File: src/rtl/prbs7_pkg.sv
`default_nettype none
// ============================================================================
//  Module      : prbs7_pkg
//  Description : Shared definitions for the PRBS7 generator and checker.
//                Holds the polynomial taps, word geometry, the substitute
//                for an all-zero seed and the controller state encoding.
//  Revision    : 1.0  initial release
// ============================================================================
package prbs7_pkg;

    // Word geometry
    localparam int unsigned c_WORD_W    = 64;
    localparam int unsigned c_LFSR_W    = 7;
    localparam int unsigned c_MASK_W    = 16;
    localparam int unsigned c_MASK_REPS = c_WORD_W / c_MASK_W;

    // x^7 + x^6 + 1  ->  b[n] = b[n-6] ^ b[n-7]
    localparam int unsigned c_TAP_A = 6;
    localparam int unsigned c_TAP_B = 7;

    // An all-zero LFSR never leaves zero, so that seed is replaced.
    localparam logic [c_LFSR_W-1:0] c_ZERO_SEED_SUB = 7'h7F;

    // Controller states
    localparam logic [1:0] c_ST_IDLE = 2'd0;
    localparam logic [1:0] c_ST_LOAD = 2'd1;
    localparam logic [1:0] c_ST_RUN  = 2'd2;

    function automatic logic [c_LFSR_W-1:0] fixSeed(input logic [c_LFSR_W-1:0] s);
        return (s == '0) ? c_ZERO_SEED_SUB : s;
    endfunction

endpackage
`default_nettype wire

File: src/rtl/prbs7_step.sv
`default_nettype none
// ============================================================================
//  Module      : prbs7_step
//  Description : Combinational 64-bit PRBS7 advance. Given the last seven
//                bits of the stream, produces the next 64 bits (bit 0 is the
//                earliest in time) and the resulting seven-bit history.
//  Ports       : i_state     - history, bit 0 oldest, bit 6 newest
//                o_word      - next 64 stream bits, LSB first in time
//                o_nextState - history after the word (= o_word[63:57])
//  Revision    : 1.0  initial release
// ============================================================================
module prbs7_step
    import prbs7_pkg::*;
(
    input  logic [c_LFSR_W-1:0] i_state,
    output logic [c_WORD_W-1:0] o_word,
    output logic [c_LFSR_W-1:0] o_nextState
);

    logic [c_LFSR_W-1:0] w_hist;
    logic                w_bit;

    // Walk a sliding seven-bit history window; index 0 is the oldest bit,
    // so tap distance d sits at index c_LFSR_W - d.
    always_comb begin
        w_hist = i_state;
        w_bit  = 1'b0;
        o_word = '0;
        for (int k = 0; k < c_WORD_W; k++) begin
            w_bit     = w_hist[c_LFSR_W - c_TAP_A] ^ w_hist[c_LFSR_W - c_TAP_B];
            o_word[k] = w_bit;
            w_hist    = {w_bit, w_hist[c_LFSR_W-1:1]};
        end
    end

    // The newest seven bits become the next history, so a receiver can
    // re-seed from bits [63:57] of the word it just received.
    assign o_nextState = o_word[c_WORD_W-1 -: c_LFSR_W];

endmodule
`default_nettype wire

File: src/rtl/prbs7_gen.sv
`default_nettype none
// ============================================================================
//  Module      : prbs7_gen
//  Description : 64-bit-per-cycle PRBS7 pattern generator with user-data
//                overlay, single-bit error injection and a valid/ready
//                output handshake.
//  Ports       : clk         - clock, rising edge
//                reset       - asynchronous active-low reset
//                seed        - LFSR seed, taken in LOAD (0 -> 7'h7F)
//                start/stop  - level controls for IDLE->LOAD / RUN->IDLE
//                mask        - 16-bit user mask, replicated across the word
//                user_word   - data XORed onto masked positions
//                inject_err  - request to flip bit inject_sel of next word
//                inject_sel  - bit index to flip
//                dout        - output word, bit 0 earliest in time
//                dout_valid  - dout holds a word
//                dout_ready  - sink accepts dout
//                word_count  - words accepted since LOAD (wraps)
//                inj_count   - flipped words accepted since reset (saturates)
//                busy        - high in LOAD and RUN
//  Revision    : 1.0  initial release
// ============================================================================
module prbs7_gen
    import prbs7_pkg::*;
(
    input  logic                clk,
    input  logic                reset,
    input  logic [c_LFSR_W-1:0] seed,
    input  logic                start,
    input  logic                stop,
    input  logic [c_MASK_W-1:0] mask,
    input  logic [c_WORD_W-1:0] user_word,
    input  logic                inject_err,
    input  logic [5:0]          inject_sel,
    output logic [c_WORD_W-1:0] dout,
    output logic                dout_valid,
    input  logic                dout_ready,
    output logic [31:0]         word_count,
    output logic [15:0]         inj_count,
    output logic                busy
);

    logic [1:0]          r_state;
    logic [1:0]          w_stateNext;
    logic [c_LFSR_W-1:0] r_lfsr;
    logic [c_WORD_W-1:0] r_dout;
    logic                r_doutValid;
    logic                r_doutInj;
    logic [31:0]         r_wordCount;
    logic [15:0]         r_injCount;
    logic                r_injPend;
    logic [5:0]          r_injSel;

    logic [c_WORD_W-1:0] w_prbsWord;
    logic [c_LFSR_W-1:0] w_lfsrNext;
    logic [c_WORD_W-1:0] w_injVec;
    logic                w_accept;
    logic                w_canLoad;
    logic                w_loadWord;

    prbs7_step u_step (
        .i_state     (r_lfsr),
        .o_word      (w_prbsWord),
        .o_nextState (w_lfsrNext)
    );

    assign w_accept  = r_doutValid && dout_ready;
    // The output slot is free when empty or being drained this cycle.
    assign w_canLoad = !r_doutValid || dout_ready;
    assign w_injVec  = r_injPend ? ({{(c_WORD_W-1){1'b0}}, 1'b1} << r_injSel) : '0;

    // ------------------------------------------------------------------
    // Next-state logic
    // ------------------------------------------------------------------
    always_comb begin
        w_stateNext = r_state;
        w_loadWord  = 1'b0;
        case (r_state)
            c_ST_IDLE: begin
                if (start) begin
                    w_stateNext = c_ST_LOAD;
                end
            end
            c_ST_LOAD: begin
                w_stateNext = c_ST_RUN;
            end
            c_ST_RUN: begin
                // Stop only takes effect once nothing is left to deliver;
                // no fresh word is produced on the way out.
                if (w_canLoad) begin
                    if (stop) begin
                        w_stateNext = c_ST_IDLE;
                    end else begin
                        w_loadWord = 1'b1;
                    end
                end
            end
            default: begin
                w_stateNext = c_ST_IDLE;
            end
        endcase
    end

    // ------------------------------------------------------------------
    // Registers
    // ------------------------------------------------------------------
    always_ff @(posedge clk or negedge reset) begin
        if (!reset) begin
            r_state     <= c_ST_IDLE;
            r_lfsr      <= c_ZERO_SEED_SUB;
            r_dout      <= '0;
            r_doutValid <= 1'b0;
            r_doutInj   <= 1'b0;
            r_wordCount <= '0;
            r_injCount  <= '0;
            r_injPend   <= 1'b0;
            r_injSel    <= '0;
        end else begin
            r_state <= w_stateNext;

            // The LFSR only ever advances from the pure PRBS word, so
            // overlay and injection never disturb the sequence.
            if (r_state == c_ST_LOAD) begin
                r_lfsr <= fixSeed(seed);
            end else if (w_loadWord) begin
                r_lfsr <= w_lfsrNext;
            end

            if (w_loadWord) begin
                r_dout      <= w_prbsWord ^ (user_word & {c_MASK_REPS{mask}}) ^ w_injVec;
                r_doutValid <= 1'b1;
                r_doutInj   <= r_injPend;
            end else if (w_accept) begin
                r_doutValid <= 1'b0;
            end

            if (r_state == c_ST_LOAD) begin
                r_wordCount <= '0;
            end else if (w_accept) begin
                r_wordCount <= r_wordCount + 32'd1;
            end

            if (w_accept && r_doutInj && (r_injCount != 16'hFFFF)) begin
                r_injCount <= r_injCount + 16'd1;
            end

            // One outstanding request at most; extras are dropped.
            if (w_loadWord && r_injPend) begin
                r_injPend <= 1'b0;
            end else if (inject_err && !r_injPend) begin
                r_injPend <= 1'b1;
                r_injSel  <= inject_sel;
            end
        end
    end

    assign dout       = r_dout;
    assign dout_valid = r_doutValid;
    assign word_count = r_wordCount;
    assign inj_count  = r_injCount;
    assign busy       = (r_state != c_ST_IDLE);

endmodule
`default_nettype wire

File: config.mk
export PLATFORM = sky130hd
export DESIGN_NAME = prbs7_gen
export DESIGN_NICKNAME = d
export VERILOG_FILES = /design/src/rtl/prbs7_pkg.sv /design/src/rtl/prbs7_step.sv /design/src/rtl/prbs7_gen.sv
export SDC_FILE = /design/constraint.sdc
export NUM_CORES = 1
export LEC_CHECK = 0
export ABC_AREA = 1
export CORE_UTILIZATION = 52
export CTS_BUF_LIST = sky130_fd_sc_hd__clkbuf_8
export DETAILED_ROUTE_END_ITERATION = 12
export GPL_TIMING_DRIVEN = 0
export PLACE_DENSITY = 0.89
export SETUP_SLACK_MARGIN = 0.02
export SLEW_MARGIN = 20
export SYNTH_ARGS = -nofsm -noshare
export SYNTH_HDL_FRONTEND = slang
export SYNTH_SLANG_ARGS = --single-unit
File: constraint.sdc
create_clock -name clk -period 3.1 [get_ports clk]
set_clock_uncertainty 0.2 [all_clocks]
set_input_delay 0.62 -clock clk [delete_from_list [all_inputs] [get_ports clk]]
set_output_delay 0.62 -clock clk [all_outputs]
set_load 0.03 [all_outputs]
# After elaboration in Yosys (flattened, before gate mapping)
# Cells that the tools add are included.
[op_classes] addsub=2 n_eq_ne=6 n_shift=1 mux=17 bitwise=68 n_reduce_logical=17
[op_table] op="bitwise XOR 64 bit" n=2
[op_table] op="bitwise AND 64 bit" n=1
[op_table] op="2-to-1 mux 32 bit" n=2
[op_table] op="2-to-1 mux 64 bit" n=1
[op_table] op="<< shifter 1 x 6 -> 64 bit (first input constant)" n=1
[op_table] op="bitwise XOR 1 bit" n=64
[op_table] op="adder 32 x 1 -> 32 bit (second input constant)" n=1
[op_table] op="2-to-1 mux 7 bit" n=3
[op_table] op="adder 16 x 1 -> 16 bit (second input constant)" n=1
[op_table] op="inequality test 16 bit (second input constant)" n=1
[op_table] op="nonzero test 2 bit" n=5
[op_table] op="logical NOT 7 bit" n=1
[op_table] op="2-to-1 mux 1 bit" n=7
[op_table] op="2-to-1 mux 2 bit" n=3
[op_table] op="inequality test 2 bit (second input constant)" n=3
[op_table] op="one-hot mux 2 bit (3 select lines)" n=1
[op_table] op="logical AND 1 bit" n=5
[op_table] op="AND reduction 3 bit" n=1
[op_table] op="== test 2 x 1 -> 1 bit (second input constant)" n=1
[op_table] op="== test 2 bit (second input constant)" n=1
[op_table] op="logical NOT 1 bit" n=2
[op_table] op="logical NOT 2 bit" n=1
[op_table] op="AND reduction 2 bit" n=1
[op_table] op="logical OR 1 bit" n=1
[op_table] op="inverter 1 bit" n=1
[word_totals] register_bits=130 input_bits=99 output_inout_bits=114 word_cells=120

# Longest topological paths before layout
# Gate-level depths: netlist (run 1).
[logic_depth] word_depth=13 ltp_mapped=25 ltp_nobuf=24

# Hierarchy
# Synthesis (run 1) repeated with hierarchy kept, for this count alone.
[hier_totals] cells_unflattened=1375 area_unflattened_um2=9489.1
[by_module_without_submodules] module="prbs7_gen" n_inst=1 cells_per_inst=1168 area_each_um2=8274.2 seq_area_each_um2=3261.9
[by_module_without_submodules] module="prbs7_step" n_inst=1 cells_per_inst=207 area_each_um2=1214.9 seq_area_each_um2=0.0

# Worst setup path before layout (run 1)
# OpenSTA, ideal clock, no wires.
[synth_timing] path_type="register to register" startpoint="register r_lfsr[6]" endpoint="register r_dout[61] (netlist: dout[61])" setup_time_ns=0.118 t_arrival_ns=2.409 t_required_ns=2.782 path_slack_ns=0.373 stages_incl_launch_ff=20 synth_period_minus_slack_ns=2.727 cell_sequence="dfstp_2 buf_2 inv_4 nand3_1 nand3_1 nand2_2 nand3_2 nand2_2 nand2_1 nand3_2 nand2_4 nand2_2 nand3_2 nand2_2 nand2_2 nand3b_1 nand2_1 or2_1 nand3_1 nand2_1"
[synth_via] elab_chain_len=12 word_cells_on_any_way=34
[synth_lines] element="from (decl)" line_no="prbs7_gen.sv:45" rtl="logic [c_LFSR_W-1:0] r_lfsr;"
[synth_lines] element="from (signal assigned)" line_no="prbs7_gen.sv:110" rtl="r_lfsr <= c_ZERO_SEED_SUB;"
[synth_lines] element="from (signal assigned)" line_no="prbs7_gen.sv:124" rtl="r_lfsr <= fixSeed(seed);"
[synth_lines] element="from (signal assigned)" line_no="prbs7_gen.sv:126" rtl="r_lfsr <= w_lfsrNext;"
[synth_lines] element="bitwise XOR 1 bit (9 in series)" line_no="prbs7_step.sv:30" rtl="w_bit = w_hist[c_LFSR_W - c_TAP_A] ^ w_hist[c_LFSR_W - c_TAP_B];"
[synth_lines] element="bitwise XOR 1 bit *" line_no="prbs7_step.sv:30"
[synth_lines] element="bitwise XOR 64 bit * (2 in series)" line_no="prbs7_gen.sv:130" rtl="r_dout <= w_prbsWord ^ (user_word & {c_MASK_REPS{mask}}) ^ w_injVec;"
[synth_lines] element="to (signal assigned)" line_no="prbs7_gen.sv:130"
[synth_lines] element="to (decl)" line_no="prbs7_gen.sv:46" rtl="logic [c_WORD_W-1:0] r_dout;"
# Every way passes the cells marked *; elsewhere a longest branch is shown, timed or not.
# A chain may end at the register's enable or synchronous reset.

# Worst setup path in the final report (run 1)
[layout_timing] startpoint="register r_lfsr[0]" endpoint="register r_dout[63] (netlist: dout[63])"
[layout_via] elab_chain_len=13 word_cells_on_any_way=36
[layout_lines] element="bitwise XOR 1 bit *" line_no="prbs7_step.sv:30"
[layout_lines] element="bitwise XOR 1 bit (9 in series)" line_no="prbs7_step.sv:30"
[layout_lines] element="bitwise XOR 1 bit *" line_no="prbs7_step.sv:30"
[layout_lines] element="bitwise XOR 64 bit * (2 in series)" line_no="prbs7_gen.sv:130"
# Marked as above.

==> impl_metrics.env, run 1 <==
export IMPL_status="completed"
export IMPL_period_share_pct=98.31
export IMPL_ys_warn_count=0
export IMPL_initial_core_util_pct=53.53
export IMPL_timing_final_ws_setup_ns=0.05244
export IMPL_globalplace_congestion=0.9807
export IMPL_async_reset_ff_share_pct=100.0
export IMPL_antenna_found_initial=0
export IMPL_synth_top_cell_area_share_pct=35.93
export IMPL_dp_slack_ns=-0.4988
export IMPL_final_cell_mix="274 x nand2_1, 210 x clkdlybuf4s50_1, 123 x dfrtp_1"
export IMPL_overflow=0
export IMPL_avgRoutedWirePerCell_um=18.57
export IMPL_grtUsageTotal_pct=35.48
export IMPL_clkLatencyLatePin_ns=0.46
export IMPL_io_buffers=212
export IMPL_crit_arrival_ns=3.20
export IMPL_die_h_um=130.3
export IMPL_synth_seq_area_share_pct=38.08
export IMPL_synth_cells=1144
export IMPL_hold_slack_ns=0.2782
export IMPL_rsz0062_at_grt="yes"
export IMPL_die_area_um2=16990
export IMPL_cts_path_max_buffers=2
export IMPL_cap_violations=0
export IMPL_synth_area_leader_cell="dfrtp_1"
export IMPL_grt_pass1_vias=8480
export IMPL_fmax_mhz=328.1
export IMPL_layout_commonest_cell="nand2_1"
export IMPL_ff2ff_setup_slack_ns=0.05
export IMPL_nets=1511
export IMPL_antenna_cells=0
export IMPL_viasPerCell=5.686
export IMPL_crit_path_max_fanout=5
export IMPL_drv_slew=0
export IMPL_antenna_left=0
export IMPL_setup_violations=0
export IMPL_clk_pin_slew_ns=0.09
export IMPL_drc=0
export IMPL_synth_area_top_cells="dfrtp_1 36%, nand2_1 14%, xor2_1 10%"
export IMPL_hold_viol=0
export IMPL_cts_tree="built"
export IMPL_drt_first_pass_iters=6
export IMPL_dr_first_iter_drc_count=935
export IMPL_drive_above_1_share_pct=16.44
export IMPL_synth_edff_count=0
export IMPL_cts_sinks=130
export IMPL_worst_setup_path_end_kind="flip-flop"
export IMPL_slew_headroom_pct=53.39
export IMPL_io_pins=213
export IMPL_grt_max_degree=68
export IMPL_cp_required_ns=3.26
export IMPL_worst_pin_slew_ns=0.6991
export IMPL_routed_wl_um=30440
export IMPL_syn_nets=1245
export IMPL_path_class="reg -> reg"
export IMPL_ys_flop_type="dfrtp_1"
export IMPL_syn_avg_cell_area_um2=7.488
export IMPL_layout_min_cycle_time_ns=3.048
export IMPL_cts_root_buf="clkbuf_8"
export IMPL_hpwl_um=23160
export IMPL_ys_types=43
export IMPL_chipWidth_um=130.3
export IMPL_numCtsBuffers=17
export IMPL_start_kind="flip-flop"
export IMPL_h_tree_depth=4
export IMPL_core_area_um2=16000
export IMPL_vias=9319
export IMPL_grt_first_pass_wirelength_um=44640
export IMPL_synthToLayoutAreaGrowth_pct=42.87
export IMPL_hold_class="reg -> reg"
export IMPL_rows=46
export IMPL_netlist_area_um2=8566
export IMPL_synth_seq_cells=130
## through the flow
step	TNS (ns)	utilization, %	cells	cell area, um^2
6_report	0	76.49	1639	12240
5_1_grt	-0.5705	76.49	1639	12240
4_1_cts	0	72.24	1612	11560
3_5_place_dp	-6.081	68.69	1573	10990
3_3_place_gp	-490.56	68.49	1572	10960
2_1_floorplan	0	-	1144	8566
## repair_timing
action / 4_1_cts / 5_1_grt
endpoints found under the hold margin: 66 / 0
hold buffers: 1 / 0
buffers inserted: 7 / 27
setup endpoints to repair: 14 / 23
pin swaps: 5 / 37
gates resized for setup: 26 / 116
## worst paths after layout
| check | cells after the start | start | to |
|---|---|---|---|
| min reg2reg | 1 | word_count[31] | word_count[31] |
| max reg2reg | 22 | r_lfsr[0] | dout[63] |
| max | 22 | r_lfsr[0] | dout[63] |
| min | 1 | word_count[31] | word_count[31] |
| max in group asynchronous | 3 | reset | r_lfsr[4] |
| min in group asynchronous | 2 | reset | dout[12] |
## sequential cells by signal (all words and copies together) (netlist names)
signal	cells
dout	64
word_count	32
inj_count	16
r_lfsr	7
r_injSel	6
r_state	2
dout_valid	1
r_doutInj	1
r_injPend	1
## layout make-up
type | count | area (um^2)
inverters | 89 | 351.6
flip-flops and latches | 130 | 3262
multi-input cells | 892 | 5414
fillers | 1171 | 3762
repair buffers | 248 | 2447
plain buffers | 32 | 131.4
clock buffers | 19 | 261.5
well taps | 216 | 270.3
clock inverters | 13 | 100.1
## Yosys cell counts, types with 2 or more instances
master	number
clkinv_1	2
nand2_1	325
buf_1	2
nor4_1	9
a21oi_1	37
xnor2_1	50
nor3_1	35
dfstp_2	7
o21ai_0	83
nand3_1	80
nand3b_1	3
clkbuf_1	29
or2_1	3
nand2_4	5
nor4_2	2
mux2_2	2
o21a_1	3
nand2_2	33
o22ai_1	4
inv_1	76
dfrtp_1	123
xor2_2	2
nand3_4	2
xor2_1	100
nand4_1	12
ha_1	2
o221ai_1	3
inv_2	9
nor2_1	81
nand3_2	7
## logic make-up after synthesis
logic type | synth area share (%)
AOI/OAI and AO/OA | 8.122
xor gates and xnor gates | 16.30
adders and majority gates | 0.2921
buffers and inverters | 5.492
DFF | 38.08
muxes | 0.2629
and+or+nand+nor | 31.45
## worst max-delay path, stage by stage, from the launching register on
cell     delay (ns)
dfstp_2        0.60
inv_2          0.07
nand2_2        0.12
nand3_1        0.14
nand2_4        0.14
inv_2          0.07
nand2_2        0.08
nand3_4        0.11
nand2_4        0.09
nand2_1        0.10
nand3_4        0.12
nand2_4        0.09
buf_4          0.14
inv_1          0.07
nand2_1        0.07
nand2_1        0.09
nand3_2        0.10
nand2_2        0.10
nand2_1        0.08
nand3_2        0.08
nand3_1        0.08
nand3_1        0.11
nand2_1        0.06
## metal layers
metal / global-route usage (%) / vias up / part of all wire (%)
met5: 0 / - / 0
met4: 15.82 / 0 / 4.6
met3: 6.519 / 113 / 9.4
met2: 56.54 / 580 / 47
met1: 47.20 / 4403 / 39
li1: - / 4223 / -
Power of run 1 is not shown: default switching activity piles up to over one toggle a cycle in this logic, so the estimate is an artifact.
==> run 2: changes to the inputs <==
CAP_MARGIN = 20   (was default)
CORE_MARGIN = 5   (was default)
==> impl_metrics.env, run 2 (same netlist as run 1, synthesis figures left out) <==
export IMPL_fmax_mhz=322.7
export IMPL_hold_slack_ns=0.2861
export IMPL_io_buffers=212
export IMPL_cts_tree="built"
export IMPL_start_kind="flip-flop"
export IMPL_rows=47
export IMPL_layout_commonest_cell="nand2_1"
export IMPL_h_tree_depth=4
export IMPL_vias=9248
export IMPL_antenna_found_initial=0
export IMPL_ff2ff_setup_slack_ns=0.002
export IMPL_final_cell_mix="268 x nand2_1, 210 x clkdlybuf4s50_1, 123 x dfrtp_1"
export IMPL_clk_pin_slew_ns=0.08
export IMPL_antenna_left=0
export IMPL_avgRoutedWirePerCell_um=18.82
export IMPL_drive_above_1_share_pct=17.07
export IMPL_drv_slew=0
export IMPL_cap_violations=0
export IMPL_viasPerCell=5.608
export IMPL_worst_setup_path_end_kind="flip-flop"
export IMPL_nets=1517
export IMPL_antenna_cells=0
export IMPL_cp_required_ns=3.25
export IMPL_initial_core_util_pct=52.40
export IMPL_rsz0062_at_grt="yes"
export IMPL_grtUsageTotal_pct=29.58
export IMPL_worst_pin_slew_ns=0.8099
export IMPL_drt_first_pass_iters=5
export IMPL_dr_first_iter_drc_count=1015
export IMPL_cts_root_buf="clkbuf_8"
export IMPL_cts_path_max_buffers=2
export IMPL_status="completed"
export IMPL_cts_sinks=130
export IMPL_setup_violations=0
export IMPL_fillers=1234
export IMPL_hold_viol=0
export IMPL_io_pins=213
export IMPL_hold_class="reg -> reg"
export IMPL_hpwl_um=22930
export IMPL_largest_reg_flops=64
export IMPL_path_class="reg -> reg"
export IMPL_routed_wl_um=31040
export IMPL_period_share_pct=99.95
export IMPL_grt_max_degree=70
export IMPL_die_area_um2=19140
export IMPL_grt_pass1_vias=8593
export IMPL_crit_arrival_ns=3.25
export IMPL_synthToLayoutAreaGrowth_pct=44.87
export IMPL_slew_headroom_pct=45.83
export IMPL_globalplace_congestion=0.9967
export IMPL_numCtsBuffers=17
export IMPL_layout_min_cycle_time_ns=3.098
export IMPL_clkLatencyLatePin_ns=0.46
export IMPL_chipWidth_um=138.3
export IMPL_core_area_um2=16350
export IMPL_overflow=0
export IMPL_final_core_util_pct=75.91
export IMPL_grt_first_pass_wirelength_um=44990
export IMPL_drc=0
export IMPL_crit_path_max_fanout=5
export IMPL_die_h_um=138.3
## run 2: area by class of cell
| class | count | area, um^2 | area share [%] |
|---|---|---|---|
| buffer | 32 | 131.4 | 1.059 |
| clock buffer | 20 | 275.3 | 2.218 |
| clock inverter | 12 | 131.4 | 1.059 |
| inverter | 89 | 351.6 | 2.833 |
| multi-input combinational | 892 | 5487 | 44.21 |
| sequential | 130 | 3262 | 26.29 |
| tap | 220 | 275.3 | 2.218 |
| timing repair buffer | 254 | 2496 | 20.11 |
## run 2: worst paths after layout
check,from,endpoint,cells after the start
min in group asynchronous,reset,r_injSel[5],2
max in group asynchronous,reset,r_lfsr[6],3
min,word_count[31],word_count[31],1
max,r_lfsr[1],dout[61],20
min reg2reg,word_count[31],word_count[31],1
max reg2reg,r_lfsr[1],dout[61],20
## run 2: metrics by stage
stage	worst slack [ns]	TNS, ns	std cells	area, um^2
global route	-0.1310	-0.6587	1649	12410
CTS	0.01429	0	1616	11590
global placement	-3.773	-484.73	1576	10960
finish	0.001530	0	1649	12410
floorplan	0.3732	0	1144	8566
detailed placement	-0.5610	-8.255	1577	11000
## run 2: what timing repair did
item                                    in CTS  in global routing
endpoints found under the hold margin       68                  0
pin swaps                                    6                 38
hold buffers                                 1                  0
buffers inserted                             7                 33
endpoints found under the setup margin       9                 27
gates resized for setup                     24                132
## run 2: layer usage
metal	GRT usage, %	vias up	share of wire (%)
met1	38.03	4338	38
met4	12.64	0	5.6
met3	6.595	125	9.6
li1	-	4248	-
met2	48.33	537	47
met5	0	-	0
## run 2: critical path, stage by stage (launching register included)
cell and delay (ns):
dfstp_2 0.64, inv_4 0.09, nand2_4 0.10, nand3_2 0.10
nand2_4 0.13, inv_2 0.07, nand2_4 0.09, nand3_4 0.10
nand2_4 0.11, nand2_1 0.12, nand3_4 0.13, nand3_2 0.16
nand3_4 0.17, nand2_4 0.08, nand2_4 0.10, nand2_2 0.07
nand2_1 0.08, nand2_2 0.09, or2_1 0.22, nand3_1 0.07
nand2_1 0.06
Power of run 2 is left out for the same reason.
==> run 3: changes to the inputs <==
CORE_UTILIZATION = 53   (was 52)
PLACE_DENSITY = 0.88   (was 0.89)
SYNTH_HIERARCHICAL = 1   (was default)
==> impl_metrics.env, run 3 <==
export IMPL_status="finished with violations"
export IMPL_violations="negative setup slack"
export IMPL_overflow=0
export IMPL_drc=0
export IMPL_h_tree_depth=4
export IMPL_hold_viol=0
export IMPL_ys_flop_type="dfrtp_1"
export IMPL_slew_headroom_pct=38.69
export IMPL_die_area_um2=20680
export IMPL_avgRoutedWirePerCell_um=20.31
export IMPL_ys_types=38
export IMPL_synth_area_leader_cell="dfrtp_1"
export IMPL_hold_start="dout[35]"
export IMPL_netlist_area_um2=9489
export IMPL_synth_common_cells="453 x nand2_1, 204 x nand3_1, 128 x inv_1, 123 x dfrtp_1, 98 x nor2_1"
export IMPL_hold_class="reg -> reg"
export IMPL_cts_path_max_buffers=2
export IMPL_synth_top_cell_area_share_pct=32.44
export IMPL_reg2reg_to="dout[60]"
export IMPL_async_reset_ff_share_pct=100.0
export IMPL_numCtsBuffers=17
export IMPL_clk_pin_slew_ns=0.08
export IMPL_synthToLayoutAreaGrowth_pct=46.78
export IMPL_drt_first_pass_iters=9
export IMPL_worst_setup_path_end_kind="flip-flop"
export IMPL_hpwl_um=25450
export IMPL_nets=1785
export IMPL_globalplace_congestion=0.9793
export IMPL_fmax_mhz=297.4
export IMPL_fillers=1167
export IMPL_worst_pin_slew_ns=0.9197
export IMPL_rsz0062_at_grt="yes"
export IMPL_clkLatencyLatePin_ns=0.47
export IMPL_synth_cells=1375
export IMPL_ff2ff_setup_slack_ns=-0.26
export IMPL_final_core_util_pct=78.34
export IMPL_grt_max_degree=73
export IMPL_setup_violations=15
export IMPL_synth_seq_cells=130
export IMPL_syn_nets=1476
export IMPL_core_area_um2=17780
export IMPL_largest_reg_flops=64
export IMPL_dr_first_iter_drc_count=1934
export IMPL_hold_depth=2
export IMPL_cp_required_ns=3.26
export IMPL_cts_tree="built"
export IMPL_start_kind="flip-flop"
export IMPL_die_h_um=143.8
export IMPL_synth_edff_count=0
export IMPL_hold_end="dout[35]"
export IMPL_path_class="reg -> reg"
export IMPL_synth_seq_area_share_pct=34.38
export IMPL_drv_slew=0
export IMPL_rows=49
export IMPL_regArea_um2=3262
export IMPL_cap_violations=0
export IMPL_timing_final_ws_setup_ns=-0.2627
export IMPL_layout_commonest_cell="nand2_1"
export IMPL_r2r_cells=14
export IMPL_grtUsageTotal_pct=33.62
export IMPL_crit_arrival_ns=3.52
export IMPL_io_pins=213
export IMPL_io_buffers=212
export IMPL_multi_input_area_um2=6259
export IMPL_grt_pass1_vias=10470
export IMPL_layout_min_cycle_time_ns=3.363
export IMPL_timing_rr_start="r_lfsr[6]"
export IMPL_initial_core_util_pct=53.37
export IMPL_antenna_left=0
export IMPL_antenna_cells=0
export IMPL_drive_above_1_share_pct=18.87
export IMPL_cts_sinks=130
export IMPL_crit_path_max_fanout=5
export IMPL_yosysMostFrequentCell="nand2_1"
export IMPL_grt_first_pass_wirelength_um=54540
export IMPL_vias=11480
export IMPL_syn_avg_cell_area_um2=6.901
export IMPL_viasPerCell=5.966
export IMPL_chipWidth_um=143.8
export IMPL_final_cell_mix="399 x nand2_1, 211 x clkdlybuf4s50_1, 176 x nand3_1"
export IMPL_antenna_found_initial=0
export IMPL_routed_wl_um=39090
export IMPL_synth_area_top_cells="dfrtp_1 32%, nand2_1 18%, nand3_1 11%"
export IMPL_cts_root_buf="clkbuf_8"
export IMPL_ys_warn_count=6
export IMPL_period_share_pct=108.5
[run 3: changes by cell type after synthesis, sizes merged, moves of 15 or more]
cell / previous run / this run
a21oi: 37 / 22
nand3: 89 / 207
o21ai: 83 / 30
a21o: 0 / 17
nor3: 35 / 11
xor2: 103 / 49
nor2: 81 / 111
buf: 4 / 29
o21bai: 0 / 42
nand2: 363 / 470
inv: 86 / 140
[run 3: layer usage]
metal,GRT usage (%),routed length [um],vias to the layer above
li1,-,-,4991
met2,56.36,17690,968
met3,6.988,4888,311
met5,0,0,-
met1,42.24,13330,5214
met4,14.32,3182,0
[run 3: area by class of cell]
type	instances	area share [%]
sequential	130	23.42
tap	229	2.057
inverter	141	3.908
buffer	48	2.012
clock inverter	14	1.707
clock buffer	17	1.680
timing repair buffer	293	20.28
multi-input combinational	1053	44.93
[run 3: cells by family after synthesis]
| group | share of synthesized area [%] |
|---|---|
| multiplexers | 0.1187 |
| XOR/XNOR | 11.59 |
| AND/OR/NAND/NOR | 37.68 |
| adder cells (fa/ha/maj) | 0.2637 |
| buffers and inverters | 8.558 |
| AO/OA/AOI/OAI | 7.410 |
| flip-flops | 34.38 |
[run 3: per-stage QoR]
stage          setup TNS, ns  hold WS, ns  setup slack (ns)  instance area, um^2  cells
3_5_place_dp          -5.609       0.2636           -0.6183                11930   1817
2_1_floorplan              0       0.1244            0.1511                 9489   1375
4_1_cts             -0.01483       0.2837          -0.01483                13280   1896
3_3_place_gp         -487.49       0.2638            -3.817                11900   1816
5_1_grt               -3.158       0.3106           -0.2917                13930   1925
6_report              -1.714       0.2821           -0.2627                13930   1925
[run 3: how the worst max path moves through the flow]
stage | start | to | cells past startpoint
after detailed placement | r_lfsr[5] | dout[59] | 17
final | r_lfsr[6] | dout[60] | 14
after global placement | reset | dout[31] | 1
after CTS | r_lfsr[5] | dout[59] | 16
after global routing | r_lfsr[6] | dout[60] | 14
after floorplan | r_lfsr[5] | dout[62] | 16
[run 3: critical path, cell delays in order, from the launching register on]
cell	delay, ns
dfstp_2	0.59
buf_4	0.17
xor2_4	0.31
nand2_1	0.15
nand2_4	0.16
xor2_4	0.39
xnor2_2	0.21
or2_4	0.21
nand2_8	0.07
xor2_2	0.19
buf_4	0.15
xnor2_2	0.13
o21bai_1	0.16
nand3_1	0.11
nand2_1	0.05
[run 3: repair_timing]
item	in CTS	in global routing
setup buffers	47	33
endpoints found under the hold margin	58	0
pin swaps	26	54
gates resized for setup	92	96
hold buffers	1	0
endpoints found under the setup margin	22	22
Power of run 3 is left out for the same reason.
